`src/rtl/arb_pkg.sv`:
```
// Shared types and master ids for the two-master memory arbiter.
package arb_pkg;

  typedef enum logic [1:0] {IDLE, REQ, WAIT, RESP} arb_state_t;

  localparam logic ARB_IFU = 1'b0;
  localparam logic ARB_LSU = 1'b1;

endpackage

```
`src/rtl/arb_grant.sv`:
```
// Combinational tie-break between IFU and LSU requests.
// ARB_ROUND_ROBIN_EN selects alternating ties; otherwise LSU wins every tie.
module arb_grant
  import arb_pkg::*;
(
  input  logic ifu_valid,
  input  logic lsu_valid,
`ifdef ARB_ROUND_ROBIN_EN
  input  logic last_grant,
`endif
  output logic grant
);

  always_comb begin
    grant = ARB_IFU;
    if (ifu_valid && lsu_valid) begin
`ifdef ARB_ROUND_ROBIN_EN
      grant = (last_grant == ARB_IFU) ? ARB_LSU : ARB_IFU;
`else
      grant = ARB_LSU;
`endif
    end else if (lsu_valid) begin
      grant = ARB_LSU;
    end
  end

endmodule

```
`src/rtl/mem_arbiter.sv`:
```
// Serialises IFU and LSU requests onto one memory port, one transaction at a time.
// Define ARB_ROUND_ROBIN_EN for alternating tie-break instead of LSU priority.
module mem_arbiter
  import arb_pkg::*;
#(
  parameter int unsigned ADDR_W = 32,
  parameter int unsigned DATA_W = 32
) (
  input  logic                clk,
  input  logic                rst,
  input  logic                ifu_req_valid,
  output logic                ifu_req_ready,
  input  logic [ADDR_W-1:0]   ifu_addr,
  output logic                ifu_rsp_valid,
  output logic [DATA_W-1:0]   ifu_rdata,
  input  logic                lsu_req_valid,
  output logic                lsu_req_ready,
  input  logic [ADDR_W-1:0]   lsu_addr,
  input  logic                lsu_wen,
  input  logic [DATA_W-1:0]   lsu_wdata,
  input  logic [DATA_W/8-1:0] lsu_wmask,
  output logic                lsu_rsp_valid,
  output logic [DATA_W-1:0]   lsu_rdata,
  output logic                mem_req_valid,
  input  logic                mem_req_ready,
  output logic [ADDR_W-1:0]   mem_addr,
  output logic                mem_wen,
  output logic [DATA_W-1:0]   mem_wdata,
  output logic [DATA_W/8-1:0] mem_wmask,
  input  logic                mem_rsp_valid,
  input  logic [DATA_W-1:0]   mem_rdata
);

  localparam int unsigned MaskW = DATA_W / 8;

  arb_state_t        state_q, state_d;
  logic              owner_q, owner_d;
  logic [ADDR_W-1:0] addr_q, addr_d;
  logic              wen_q, wen_d;
  logic [DATA_W-1:0] wdata_q, wdata_d;
  logic [MaskW-1:0]  wmask_q, wmask_d;
  logic [DATA_W-1:0] rdata_q, rdata_d;
  logic              grant;
`ifdef ARB_ROUND_ROBIN_EN
  logic              last_q, last_d;
`endif

  arb_grant u_grant (
    .ifu_valid  (ifu_req_valid),
    .lsu_valid  (lsu_req_valid),
`ifdef ARB_ROUND_ROBIN_EN
    .last_grant (last_q),
`endif
    .grant      (grant)
  );

  always_comb begin
    state_d       = state_q;
    owner_d       = owner_q;
    addr_d        = addr_q;
    wen_d         = wen_q;
    wdata_d       = wdata_q;
    wmask_d       = wmask_q;
    rdata_d       = rdata_q;
`ifdef ARB_ROUND_ROBIN_EN
    last_d        = last_q;
`endif
    ifu_req_ready = 1'b0;
    lsu_req_ready = 1'b0;
    ifu_rsp_valid = 1'b0;
    lsu_rsp_valid = 1'b0;
    ifu_rdata     = '0;
    lsu_rdata     = '0;
    mem_req_valid = 1'b0;

    unique case (state_q)
      IDLE: begin
        if (ifu_req_valid || lsu_req_valid) begin
          owner_d = grant;
          state_d = REQ;
`ifdef ARB_ROUND_ROBIN_EN
          last_d  = grant;
`endif
          if (grant == ARB_LSU) begin
            lsu_req_ready = 1'b1;
            addr_d        = lsu_addr;
            wen_d         = lsu_wen;
            wdata_d       = lsu_wdata;
            wmask_d       = lsu_wmask;
          end else begin
            ifu_req_ready = 1'b1;
            addr_d        = ifu_addr;
            wen_d         = 1'b0;
            wdata_d       = '0;
            wmask_d       = '0;
          end
        end
      end
      REQ: begin
        mem_req_valid = 1'b1;
        if (mem_req_ready) state_d = WAIT;
      end
      WAIT: begin
        // Stores complete with zero data so the LSU never sees stale read data.
        if (mem_rsp_valid) begin
          rdata_d = wen_q ? '0 : mem_rdata;
          state_d = RESP;
        end
      end
      RESP: begin
        if (owner_q == ARB_LSU) begin
          lsu_rsp_valid = 1'b1;
          lsu_rdata     = rdata_q;
        end else begin
          ifu_rsp_valid = 1'b1;
          ifu_rdata     = rdata_q;
        end
        state_d = IDLE;
      end
      default: state_d = IDLE;
    endcase
  end

  always_ff @(posedge clk) begin
    if (!rst) begin
      state_q <= IDLE;
      owner_q <= ARB_IFU;
      addr_q  <= '0;
      wen_q   <= 1'b0;
      wdata_q <= '0;
      wmask_q <= '0;
      rdata_q <= '0;
`ifdef ARB_ROUND_ROBIN_EN
      last_q  <= ARB_IFU;
`endif
    end else begin
      state_q <= state_d;
      owner_q <= owner_d;
      addr_q  <= addr_d;
      wen_q   <= wen_d;
      wdata_q <= wdata_d;
      wmask_q <= wmask_d;
      rdata_q <= rdata_d;
`ifdef ARB_ROUND_ROBIN_EN
      last_q  <= last_d;
`endif
    end
  end

  assign mem_addr  = addr_q;
  assign mem_wen   = wen_q;
  assign mem_wdata = wdata_q;
  assign mem_wmask = wmask_q;

endmodule

```
`config.mk`:
```
export PLATFORM = sky130hd
export DESIGN_NAME = mem_arbiter
export DESIGN_NICKNAME = d
export VERILOG_FILES = /design/src/rtl/arb_pkg.sv /design/src/rtl/arb_grant.sv /design/src/rtl/mem_arbiter.sv
export SDC_FILE = /design/constraint.sdc
export NUM_CORES = 1
export LEC_CHECK = 0
export BUFFER_PORTS_ARGS = -buffer_cell sky130_fd_sc_hd__buf_2
export CORE_MARGIN = 2
export CORE_UTILIZATION = 30
export CTS_CLUSTER_SIZE = 28
export DETAILED_ROUTE_END_ITERATION = 10
export SLEW_MARGIN = 0
export SYNTH_ARGS = -nofsm -noshare
export SYNTH_HDL_FRONTEND = slang
export SYNTH_SLANG_ARGS = --single-unit
```
`constraint.sdc`:
```
create_clock -name clk -period 4.3 [get_ports clk]
set_input_delay 0.215 -clock clk [delete_from_list [all_inputs] [get_ports clk]]
set_output_delay 0.215 -clock clk [all_outputs]
set_load 0.01 [all_outputs]
```
# --- Word-level counts from Yosys, hierarchy flattened ---
# Cells that the tools add are included.
word_totals:
  reg_bits: 104
  latch_bits: 0
  ram_bits: 0
  romBits: 0
  word_cells: 45
  mem_count: 0
classes:
  n_addsub: 0
  mul: 0
  div: 0
  n_lt_le_gt_ge: 0
  eq_ne: 6
  shifts: 0
  mux: 26
  bitwise_logic: 0
  n_reduce_logical: 6
ops:
  columns: ["operator", "count"]
  rows:
  - ["two-way mux 32 bit", 7]
  - ["two-way mux 1 bit", 14]
  - ["one-hot mux 2 bit (4 select lines)", 1]
  - ["two-way mux 2 bit", 3]
  - ["!= test 2 bit (second input constant)", 3]
  - ["== test 2 bit (second input constant)", 2]
  - ["two-way mux 4 bit", 1]
  - ["AND reduction 2 bit", 2]
  - ["AND reduction 3 bit", 1]
  - ["== test 2 x 1 -> 1 bit (second input constant)", 1]
  - ["logical NOT 2 bit", 1]
  - ["logical AND 1 bit", 1]
  - ["logical OR 1 bit", 1]

# --- Longest topological paths before layout ---
# Gate-level depths: netlist (run 1).
logic_depth:
  word_depth: 5
  mapped_depth: 7
  depth_no_buf: 5

# --- By module ---
# From an unflattened synthesis (run 1), not the netlist that was laid out.
unflattened:
  cells_unflattened: 553
  area_unflattened_um2: 4943.5
modules_own_cells:
  columns: ["module", "n_inst", "cells_per_inst", "area_each_um2", "seq_area_each_um2"]
  rows:
  - ["mem_arbiter", 1, 552, 4939.7, 2082.0]
  - ["arb_grant", 1, 1, 3.8, 0.0]

# --- Least setup slack after synthesis (run 1) ---
# OpenSTA, ideal clock, no wires.
synth_timing:
  path_kind: "register -> register"
  startpoint: "register state_q[0]"
  endpoint: "register state_q[0]"
  setup_ns: 0.072
  arrival_ns: 1.399
  required_time_ns: 4.228
  path_slack_ns: 2.829
  path_stages_with_launch: 6
  n_path_buf: 1
  period_less_slack_ns: 1.471
  path_cell_list: "dfxtp_1 -> inv_1 -> ha_1 -> buf_2 -> a222oi_1 -> mux2i_1"
synth_between:
  elab_chain_len: 3
synth_lines:
  columns: ["item", "line_no", "source"]
  rows:
  - ["from (decl)", "mem_arbiter.sv:36", "arb_state_t state_q, state_d;"]
  - ["from (signal assigned)", "mem_arbiter.sv:137", "state_q <= state_d;"]
  - ["== test 2 bit (tied with other cells)", "mem_arbiter.sv:76", "unique case (state_q)"]
  - ["!= test 2 bit (no line)", null, null]
  - ["AND reduction 3 bit (no line)", null, null]
# Parallel ways exist; a longest one is shown, timed or not.
# A chain may end at the register's enable or synchronous reset.

# --- Worst setup path after layout (run 1) ---
layout_timing:
  startpoint: "register state_q[0]"
  endpoint: "output ifu_rdata[23]"
layout_between:
  elab_chain_len: 2
layout_lines:
  columns: ["item", "line_no", "source"]
  rows:
  - ["== test 2 bit", "mem_arbiter.sv:76", null]
  - ["two-way mux 32 bit", "mem_arbiter.sv:76", null]
  - ["to (decl)", "mem_arbiter.sv:15", "output logic [DATA_W-1:0] ifu_rdata,"]
# Every way passes these cells.

==> results of run 1 <==
-- worst max-delay path by stage --
| stage | to | cells past startpoint |
|---|---|---|
| after detailed placement | ifu_rdata[22] | 5 |
| after global placement | ifu_rdata[7] | 5 |
| after floorplan | state_q[0]$_SDFFE_PN0P_ | 5 |
| after global routing | ifu_rdata[17] | 5 |
| final | ifu_rdata[23] | 5 |
| after CTS | ifu_rdata[22] | 5 |
-- power groups by stage --
stage / sequential [W] / clock [W] / combinational [W]
after floorplan: 0.00138 / 0 / 0.000687
after global placement: 0.00133 / 0 / 0.00111
after detailed placement: 0.00133 / 0 / 0.00111
after CTS: 0.00132 / 0.000874 / 0.00111
after global routing: 0.00135 / 0.000909 / 0.00122
final: 0.00132 / 0.000840 / 0.00110
-- layout make-up --
class,count,area share
inverters,4,0.00228
clock buffers,10,0.0363
flip-flops and latches,104,0.316
diodes,2,0.000760
repair buffers,282,0.217
well taps,216,0.0411
clock inverters,5,0.00988
multi-input cells,352,0.377
-- cell families (layout without fill, tap and decap cells) --
kind of cell             after synthesis  in the layout
other                                  0              2
multiplexers                          34             34
flip-flops                           104            104
AND/OR/NAND/NOR                      208            208
buffers and inverters                 56            301
adder cells (fa/ha/maj)                4              4
AO/OA/AOI/OAI                        106            106
-- routing by layer --
layer  vias up  wire [um]
met5         -          0
met4         0        196
met3        11       1230
met2       193       6400
met1      2047       6080
li1       2289          -
-- cell usage in the layout (no fill, tap or decap) --
| cell type | synthesis | layout |
|---|---|---|
| sky130_fd_sc_hd__inv_8 | 0 | 1 |
| sky130_fd_sc_hd__nor2b_1 | 39 | 38 |
| sky130_fd_sc_hd__o21a_2 | 0 | 1 |
| sky130_fd_sc_hd__buf_2 | 19 | 276 |
| sky130_fd_sc_hd__clkbuf_16 | 0 | 9 |
| sky130_fd_sc_hd__diode_2 | 0 | 2 |
| sky130_fd_sc_hd__inv_1 | 3 | 3 |
| sky130_fd_sc_hd__inv_2 | 1 | 1 |
| sky130_fd_sc_hd__a21oi_1 | 1 | 1 |
| sky130_fd_sc_hd__nor2b_2 | 0 | 1 |
| sky130_fd_sc_hd__inv_6 | 0 | 1 |
| sky130_fd_sc_hd__buf_4 | 3 | 6 |
| sky130_fd_sc_hd__o211a_1 | 32 | 32 |
| sky130_fd_sc_hd__nand4b_1 | 32 | 32 |
| sky130_fd_sc_hd__bufinv_16 | 0 | 1 |
| sky130_fd_sc_hd__a222oi_1 | 1 | 1 |
| sky130_fd_sc_hd__and2_1 | 34 | 34 |
| sky130_fd_sc_hd__a22oi_1 | 37 | 37 |
| sky130_fd_sc_hd__clkinvlp_4 | 0 | 2 |
| sky130_fd_sc_hd__a21boi_0 | 32 | 32 |
| sky130_fd_sc_hd__nor2_1 | 2 | 2 |
| sky130_fd_sc_hd__o21ai_4 | 1 | 1 |
| sky130_fd_sc_hd__clkbuf_8 | 0 | 1 |
| sky130_fd_sc_hd__ha_1 | 4 | 4 |
| sky130_fd_sc_hd__o21ai_0 | 1 | 1 |
| sky130_fd_sc_hd__mux2i_1 | 34 | 34 |
| sky130_fd_sc_hd__dfxtp_1 | 104 | 104 |
| sky130_fd_sc_hd__nand2_1 | 69 | 69 |
| sky130_fd_sc_hd__and3_1 | 32 | 32 |
-- through the flow --
stage | total power [W] | hold WS [ns] | std cells | instance area, sq um
final | 0.00325 | 0.138 | 975 | 6580
after global routing | 0.00348 | 0.137 | 973 | 6580
after CTS | 0.00331 | 0.122 | 973 | 6580
after detailed placement | 0.00244 | 0.470 | 958 | 6270
after global placement | 0.00244 | 0.466 | 958 | 6270
after floorplan | 0.00206 | 0.399 | 512 | 4820
-- state kept, by name, summed over array words and instances, names as in the netlist --
signal / count
mem_addr: 32
mem_wmask: 4
mem_wen: 1
rdata_q: 32
state_q: 2
mem_wdata: 32
owner_q: 1
-- critical path: stages (launching register included) --
cell	delay, ns
sky130_fd_sc_hd__dfxtp_1	0.38
sky130_fd_sc_hd__ha_1	0.16
sky130_fd_sc_hd__buf_4	0.28
sky130_fd_sc_hd__nor2b_2	0.84
sky130_fd_sc_hd__and2_1	0.24
sky130_fd_sc_hd__buf_2	0.13
==> results.cfg, run 1 <==
[synth]
syn_area_per_cell_sq_um = 9.41
async_reset_ff_frac = 0
yosys.area.top_type = sky130_fd_sc_hd__dfxtp_1
synth-simple-area-share = 0.250
ys_dominant_reg_cell = sky130_fd_sc_hd__dfxtp_1
synthesized_area_fraction_occupied_by_ao_oa_aoi_and_oai_cells = 0.183
synthAdderAreaFrac = 0.0104
yosys.cell_types.count = 23
synth.cell_area_sq_um = 4820
postSynthRegisterBits = 104
synth.top_cell.area_share = 0.432
synth_fp_nets = 655
synthesized_area_fraction_occupied_by_xor_and_xnor_cells = 0
yosysMostFrequentCell = sky130_fd_sc_hd__dfxtp_1
synthesis.instances = 512
yosysSeqAreaShare = 0.432
yosys_warnings = 0
yosys-mux-area-fraction = 0.0706
synth_top_family_by_area = simple AND/OR/NAND/NOR gates
edff_count_synth = 0
synth.top_cells.by_area = sky130_fd_sc_hd__dfxtp_1 43%, sky130_fd_sc_hd__mux2i_1 7.1%, sky130_fd_sc_hd__o211a_1 6.6%
synth_common_cells = 104 x sky130_fd_sc_hd__dfxtp_1, 69 x sky130_fd_sc_hd__nand2_1, 39 x sky130_fd_sc_hd__nor2b_1, 37 x sky130_fd_sc_hd__a22oi_1

[sta]
timing.final.max_slew_violations = 0
hold_viol_final = 0
rsz0062_at_grt = no
setup_viol = 0
timing.setup.tns_ns = 0
max_clock_freq_ghz = 0.384
min_period_over_period = 0.606
max_slew_margin = 0.269
timing.final.crit_period_ns = 2.60
final_critical_path_setup_slack_ns = 1.70
worst-slew-pin-transition_ns = 1.10
fin_skew_ns = 0.00528

[pwr]
power.density_nw_per_um2 = 494
p_leak_nw = 3.51
comb_power_share = 0.337
p_seq_frac = 0.404
power.ir.vdd_worst_mv = 0.228
power.net_switching_w = 0.00116
cell_internal_pwr_w = 0.00209
netSwitchingFraction = 0.357
share_clk_of_total_power = 0.258

[status]
status = completed

[clock_network]
hold_fix_buffer_count_after_cts = 0
clkSinkCount = 104
clk_path_buf_depth = 2
clk-insertion-delay-late_ns = 0.34
cts.root.buffer_cell = sky130_fd_sc_hd__clkbuf_16
cts_post_setup_buffers_inserted = 0
clkTransAtPathRegs_ns = 0.07
cts.repair.resized = 0
htree_levels = 3
cts_made_buffers = 9
clock_tree_from_tritoncts = yes

[floorplanning]
die-height_um = 131
start_util = 0.306
io-pin-count = 277
die-width_um = 131
rows = 46
die_area_sq_um = 17100
fp.coreArea_sq_um = 15800

[worst_setup_path]
worst-endpoint-arrival_ns = 2.39
r2r.worst_path.cells = 5
reg2reg_setup_slack_ns = 2.21
critPathLaunchType = flip-flop
worst_setup_path_end_kind = output pin
setup.worst_path.start = state_q[0]$_SDFFE_PN0P_
critical_path.reg2reg.startpoint = state_q[0]$_SDFFE_PN0P_
worstPathMaxFanout = 34
worst_ep_required_time_ns = 4.09
setup.worst_path.class = reg -> out
worst_r2r_endpoint = mem_addr[5]$_SDFFE_PN0P_

[global_route]
first_global_vias = 3964
global_route.overflow_total = 0
grtUsageMet2 = 0.247
globalRouteTotalUtil = 0.153
largest_net_degree_at_the_start_of_global_routing = 65
antenna_found_initial = 2
met3_usage_in_global_routing = 0.0468
first_pass_grt_wire_length_um = 20500
grt_util_met1 = 0.195
busiest_layer_in_global_routing = met2

[job]
drv_cap = 0

[hold_path]
hp-class = in -> reg
hold-path-endpoint = mem_wdata[29]$_SDFFE_PN0P_
hold_start = lsu_wdata[29]
worst_hold_path_depth = 3

[route]
vias_per_cell = 4.66
drt_first_iter_violations = 174
route.vias.total = 4540
routed_wl_um = 13900
post_drt_wl_per_cell_um = 14.3
remaining_drc_errors = 0
final_antenna_net_count = 0
drtPass1Iterations = 4

[placed_design]
number_of_input_and_output_port_buffers_inserted = 276
place_worst_setup_slack_ns = 1.98
place_congestion = 0.752
place.detailed.hpwl_um = 9790

[finish]
nFillCells = 1635
seq_area_sq_um = 2080
multi_input_area_sq_um = 2480
utilization = 0.417
areaGrowthSynthToFinish_pct = 36.6
finish.net_count = 896
post_route_cells_drive_above_1_share = 0.398
No activity file was read; power rests on OpenSTA's default activity.
==> run 2, diff against run 1 <==
==> constraint.sdc (replaced) <==
create_clock -name clk -period 2.65 [get_ports clk]
set_input_delay 0.1325 -clock clk [delete_from_list [all_inputs] [get_ports clk]]
set_output_delay 0.1325 -clock clk [all_outputs]
set_load 0.01 [all_outputs]
==> run 2 against run 1 <==
Against the previous run: first-iteration DRC count is 3.4% lower; largest cell class unchanged; largest power group unchanged; clock power grew 57%; critical endpoint is now lsu_req_ready; clock skew rose by 0.0045 ns; setup slack lost 1.0 ns; hold slack got worse by 0.090 ns.
==> results.cfg, run 2 (synthesis results as in run 1) <==
[worst_setup_path]
worst_setup_path_end_kind = output pin
setup.worst_path.start = state_q[0]$_SDFFE_PN0P_
critical_path.reg2reg.startpoint = state_q[0]$_SDFFE_PN0P_
worst_ep_required_time_ns = 2.52
worstPathMaxFanout = 39
setup.worst_path.class = reg -> out
r2r.worst_path.cells = 6
reg2reg_setup_slack_ns = 0.92
worst-endpoint-arrival_ns = 1.84
critPathLaunchType = flip-flop
worst_r2r_endpoint = mem_addr[7]$_SDFFE_PN0P_

[clock_network]
clkTransAtPathRegs_ns = 0.08
clk_path_buf_depth = 2
clkSinkCount = 104
cts_post_setup_buffers_inserted = 0
cts.root.buffer_cell = sky130_fd_sc_hd__clkbuf_16
cts.repair.resized = 0
cts_made_buffers = 9
clock_tree_from_tritoncts = yes
hold_fix_buffer_count_after_cts = 0
clk-insertion-delay-late_ns = 0.35
htree_levels = 3

[finish]
nFillCells = 1640
multi_input_area_sq_um = 2480
most-common-layout-cells = 276 x sky130_fd_sc_hd__buf_2, 104 x sky130_fd_sc_hd__dfxtp_1, 69 x sky130_fd_sc_hd__nand2_1, 38 x sky130_fd_sc_hd__nor2b_1, 37 x sky130_fd_sc_hd__a22oi_1
areaGrowthSynthToFinish_pct = 38.0
postLayoutCellArea_sq_um = 6650
post_route_cells_drive_above_1_share = 0.404
seq_area_sq_um = 2080
finish.net_count = 903
layout.cells.most_common = sky130_fd_sc_hd__buf_2

[placed_design]
dpl_cell_area_sq_um = 6350
place_worst_setup_slack_ns = 0.904
place_congestion = 0.740
number_of_input_and_output_port_buffers_inserted = 276
place.detailed.hpwl_um = 10000

[global_route]
globalRouteTotalUtil = 0.156
global_route.overflow_total = 0
first_pass_grt_wire_length_um = 20900
first_global_vias = 4076
largest_net_degree_at_the_start_of_global_routing = 59
antenna_found_initial = 1

[status]
status = completed

[floorplanning]
start_util = 0.306
rows = 46
die-width_um = 131
fp.coreArea_sq_um = 15800
die-height_um = 131
die_area_sq_um = 17100
io-pin-count = 277

[sta]
hold_viol_final = 0
fin_skew_ns = 0.00978
rsz0062_at_grt = no
timing.final.max_slew_violations = 0
max_slew_margin = 0.370
timing.final.crit_period_ns = 1.97
timing.setup.tns_ns = 0
worst-slew-pin-transition_ns = 0.944
min_period_over_period = 0.744
max_clock_freq_ghz = 0.507
setup_viol = 0
final_critical_path_setup_slack_ns = 0.680

[route]
route.vias.total = 4572
post_drt_wl_per_cell_um = 14.4
remaining_drc_errors = 0
drt_first_iter_violations = 168
drtPass1Iterations = 5
vias_per_cell = 4.66
routed_wl_um = 14100
final_antenna_net_count = 0

[pwr]
p_leak_nw = 3.56
power.ir.vdd_worst_mv = 0.450
power.density_nw_per_um2 = 799

[hold_path]
hold-path-endpoint = mem_wdata[17]$_SDFFE_PN0P_
hp-class = in -> reg
hold_start = lsu_wdata[17]
worst_hold_path_depth = 3

[job]
drv_cap = 0
## run 2: metrics by stage
step | utilization | power [W] | hold WS [ns] | instances
finish | 0.422 | 0.00531 | 0.0480 | 982
global route | 0.422 | 0.00569 | 0.0396 | 981
CTS | 0.422 | 0.00540 | 0.0290 | 981
detailed placement | 0.403 | 0.00405 | 0.410 | 965
global placement | 0.403 | 0.00402 | 0.403 | 965
floorplan | - | 0.00335 | 0.317 | 512
## run 2: power by group
group / internal, W / leakage, nW / switching [W]
sequential: 0.00190 / 0.852 / 0.000201
clock: 0.000666 / 0.143 / 0.000650
combinational: 0.000785 / 2.56 / 0.00111
## run 2: worst max-delay path, cell delays in order (launching register included)
cell and delay [ns]:
sky130_fd_sc_hd__dfxtp_1 0.34, sky130_fd_sc_hd__inv_1 0.08, sky130_fd_sc_hd__ha_1 0.30, sky130_fd_sc_hd__and2_1 0.17, sky130_fd_sc_hd__buf_4 0.38, sky130_fd_sc_hd__buf_2 0.21
## run 2: per-layer routing
layer / vias up / part of all wire / global-route usage
met3: 13 / 0.091 / 0.0464
met2: 193 / 0.45 / 0.250
met1: 2059 / 0.44 / 0.200
li1: 2307 / - / -
met4: 0 / 0.016 / 0.0588
met5: - / 0 / 0
## run 2: how the worst max path moves through the flow
stage,end,slack (ns),cells after the start
after CTS,lsu_req_ready,0.64,5
after detailed placement,mem_addr[7]$_SDFFE_PN0P_,0.90,6
final,lsu_req_ready,0.68,5
after global routing,lsu_req_ready,0.54,5
after global placement,mem_addr[7]$_SDFFE_PN0P_,0.98,6
after floorplan,state_q[0]$_SDFFE_PN0P_,1.18,5
## run 2: area by class of cell
type,count,area share
multi-input combinational,352,0.373
sequential,104,0.313
timing repair buffer,289,0.226
tap,216,0.0406
clock buffer,9,0.0339
clock inverter,7,0.0109
inverter,4,0.00226
antenna,1,0.000376
==> run 3, diff against run 2 <==
==> constraint.sdc (replaced) <==
create_clock -name clk -period 1.87 [get_ports clk]
set_input_delay 0.0935 -clock clk [delete_from_list [all_inputs] [get_ports clk]]
set_output_delay 0.0935 -clock clk [all_outputs]
set_load 0.01 [all_outputs]
==> run 3 against run 2 <==
Against the previous run: flip-flop and latch count unchanged; sequential power rose by 41%; hold slack worse by 0.039 ns; power grew 43%; critical path type unchanged; sequential share of layout area shrank 0.43 points; clock power increased by 45%; largest cell class unchanged; routed wire length rose by 2.6%; critical endpoint unchanged; critical path depth is the same; first-iteration DRC count up 10%; cell count increased by 0.81%; non-clock buffer count rose by 9; global-route usage up 0.094 points.
==> results.cfg, run 3 (synthesis results as in run 1) <==
[clock_network]
cts.root.buffer_cell = sky130_fd_sc_hd__clkbuf_16
htree_levels = 3
clock_tree_from_tritoncts = yes
cts_made_buffers = 9
clk-insertion-delay-late_ns = 0.36
clkTransAtPathRegs_ns = 0.08
clkSinkCount = 104
clk_path_buf_depth = 2

[sta]
fin_skew_ns = 0.00947
setup_viol = 0
timing.setup.tns_ns = 0
hold_viol_final = 0
rsz0062_at_grt = no
timing.final.max_slew_violations = 0
min_period_over_period = 0.939
max_slew_margin = 0.345
worst-slew-pin-transition_ns = 0.979
max_clock_freq_ghz = 0.569
timing.final.crit_period_ns = 1.76
final_critical_path_setup_slack_ns = 0.114

[finish]
nFillCells = 1665
utilization = 0.428
most-common-layout-cells = 276 x sky130_fd_sc_hd__buf_2, 104 x sky130_fd_sc_hd__dfxtp_1, 69 x sky130_fd_sc_hd__nand2_1, 38 x sky130_fd_sc_hd__nor2b_1, 37 x sky130_fd_sc_hd__a22oi_1
finish.net_count = 912
areaGrowthSynthToFinish_pct = 40.0
postLayoutCellArea_sq_um = 6740
post_route_cells_drive_above_1_share = 0.400
layout.cells.most_common = sky130_fd_sc_hd__buf_2

[pwr]
power.net_switching_w = 0.00274
p_seq_frac = 0.389
cell_internal_pwr_w = 0.00487
share_clk_of_total_power = 0.252
comb_power_share = 0.359
p_leak_nw = 3.60
power.ir.vdd_worst_mv = 0.550
power.density_nw_per_um2 = 1130
netSwitchingFraction = 0.360

[route]
vias_per_cell = 4.69
post_drt_wl_per_cell_um = 14.6
routed_wl_um = 14500
final_antenna_net_count = 0
remaining_drc_errors = 0
drtPass1Iterations = 5
drt_first_iter_violations = 185
route.vias.total = 4645

[worst_setup_path]
worstPathCellList = inv_1 > ha_2 > and2_1 > buf_12 > buf_2
wp_buf_inv = 3
cpLargestDelayFamily = buffers and inverters
worstPathMaxFanout = 38
worst-endpoint-arrival_ns = 1.66
setup.worst_path.class = reg -> out
worst_ep_required_time_ns = 1.78
cp_slowest_stage_delay_ns = 0.35
worst_setup_path_end_kind = output pin
critical-path-slowest-cell = sky130_fd_sc_hd__dfxtp_1
critPathLaunchType = flip-flop

[placed_design]
number_of_input_and_output_port_buffers_inserted = 276
dpl_cell_area_sq_um = 6350
place_worst_setup_slack_ns = 0.361
place.detailed.hpwl_um = 10100
place_congestion = 0.746

[global_route]
antenna_found_initial = 1
global_route.overflow_total = 0
first_global_vias = 4132
globalRouteTotalUtil = 0.157
largest_net_degree_at_the_start_of_global_routing = 65
first_pass_grt_wire_length_um = 21100

[floorplanning]
die_area_sq_um = 17100
io-pin-count = 277
start_util = 0.306
rows = 46
die-height_um = 131
die-width_um = 131
fp.coreArea_sq_um = 15800

[hold_path]
hp-class = in -> reg

[status]
status = completed

[job]
drv_cap = 0
run 3: cell types whose count changed in the layout (fill, tap and decap cells not counted), sizes merged:
cell         delta
dlygate4sd3     +9
clkinvlp        -1
inv             -1
bufinv          +1
run 3: path summary, 6_finish.rpt:
check	from	endpoint	slack, ns	cells past startpoint
worst max-delay path	state_q[1]$_SDFFE_PN0P_	lsu_req_ready	0.11	5
worst min-delay path	lsu_wdata[21]	mem_wdata[21]$_SDFFE_PN0P_	0.009	3
worst max register to register	state_q[0]$_SDFFE_PN0P_	state_q[0]$_SDFFE_PN0P_	0.34	4
worst min register to register	rdata_q[18]$_SDFFE_PN0P_	rdata_q[18]$_SDFFE_PN0P_	0.47	2
run 3: layout make-up:
cell class,instances,area [sq um],share of cell area
Inverter,4,15.0,0.00223
Antenna cell,1,2.50,0.000371
Clock inverter,6,68.8,0.0102
Tap cell,216,270,0.0401
Multi-Input combinational cell,352,2480,0.368
Clock buffer,9,225,0.0334
Timing Repair Buffer,298,1600,0.237
Sequential cell,104,2080,0.309
run 3: worst min-delay path, stage by stage:
cell,delay [ns]
sky130_fd_sc_hd__buf_2,0.07
sky130_fd_sc_hd__a22oi_1,0.07
sky130_fd_sc_hd__nor2b_1,0.10
run 3: layer usage:
layer / GRT usage / share of wire
met2: 0.256 / 0.46
met3: 0.0419 / 0.083
met1: 0.198 / 0.44
met5: 0 / 0
met4: 0.0632 / 0.015
run 3: power by group through the flow:
stage               clock (W)  sequential, W  combinational, W
finish                0.00192        0.00296           0.00273
global route          0.00206        0.00303           0.00302
CTS                   0.00198        0.00296           0.00274
detailed placement          0        0.00300           0.00272
global placement            0        0.00300           0.00271
floorplan                   0        0.00317           0.00158
run 3: timing repair:
action                                  4_1_cts  5_1_grt
hold buffers                                  9        0
endpoints found under the setup margin        0        2
setup buffers                                 0        0
resized for setup                             0        2
endpoints found under the hold margin         9        0
run 3: metrics by stage:
| stage | power [W] | instances | hold WS [ns] |
|---|---|---|---|
| global route | 0.00810 | 989 | 0.0141 |
| detailed placement | 0.00572 | 965 | 0.372 |
| finish | 0.00762 | 990 | 0.00940 |
| CTS | 0.00769 | 989 | 0.000683 |
| floorplan | 0.00475 | 512 | 0.278 |
| global placement | 0.00571 | 965 | 0.363 |
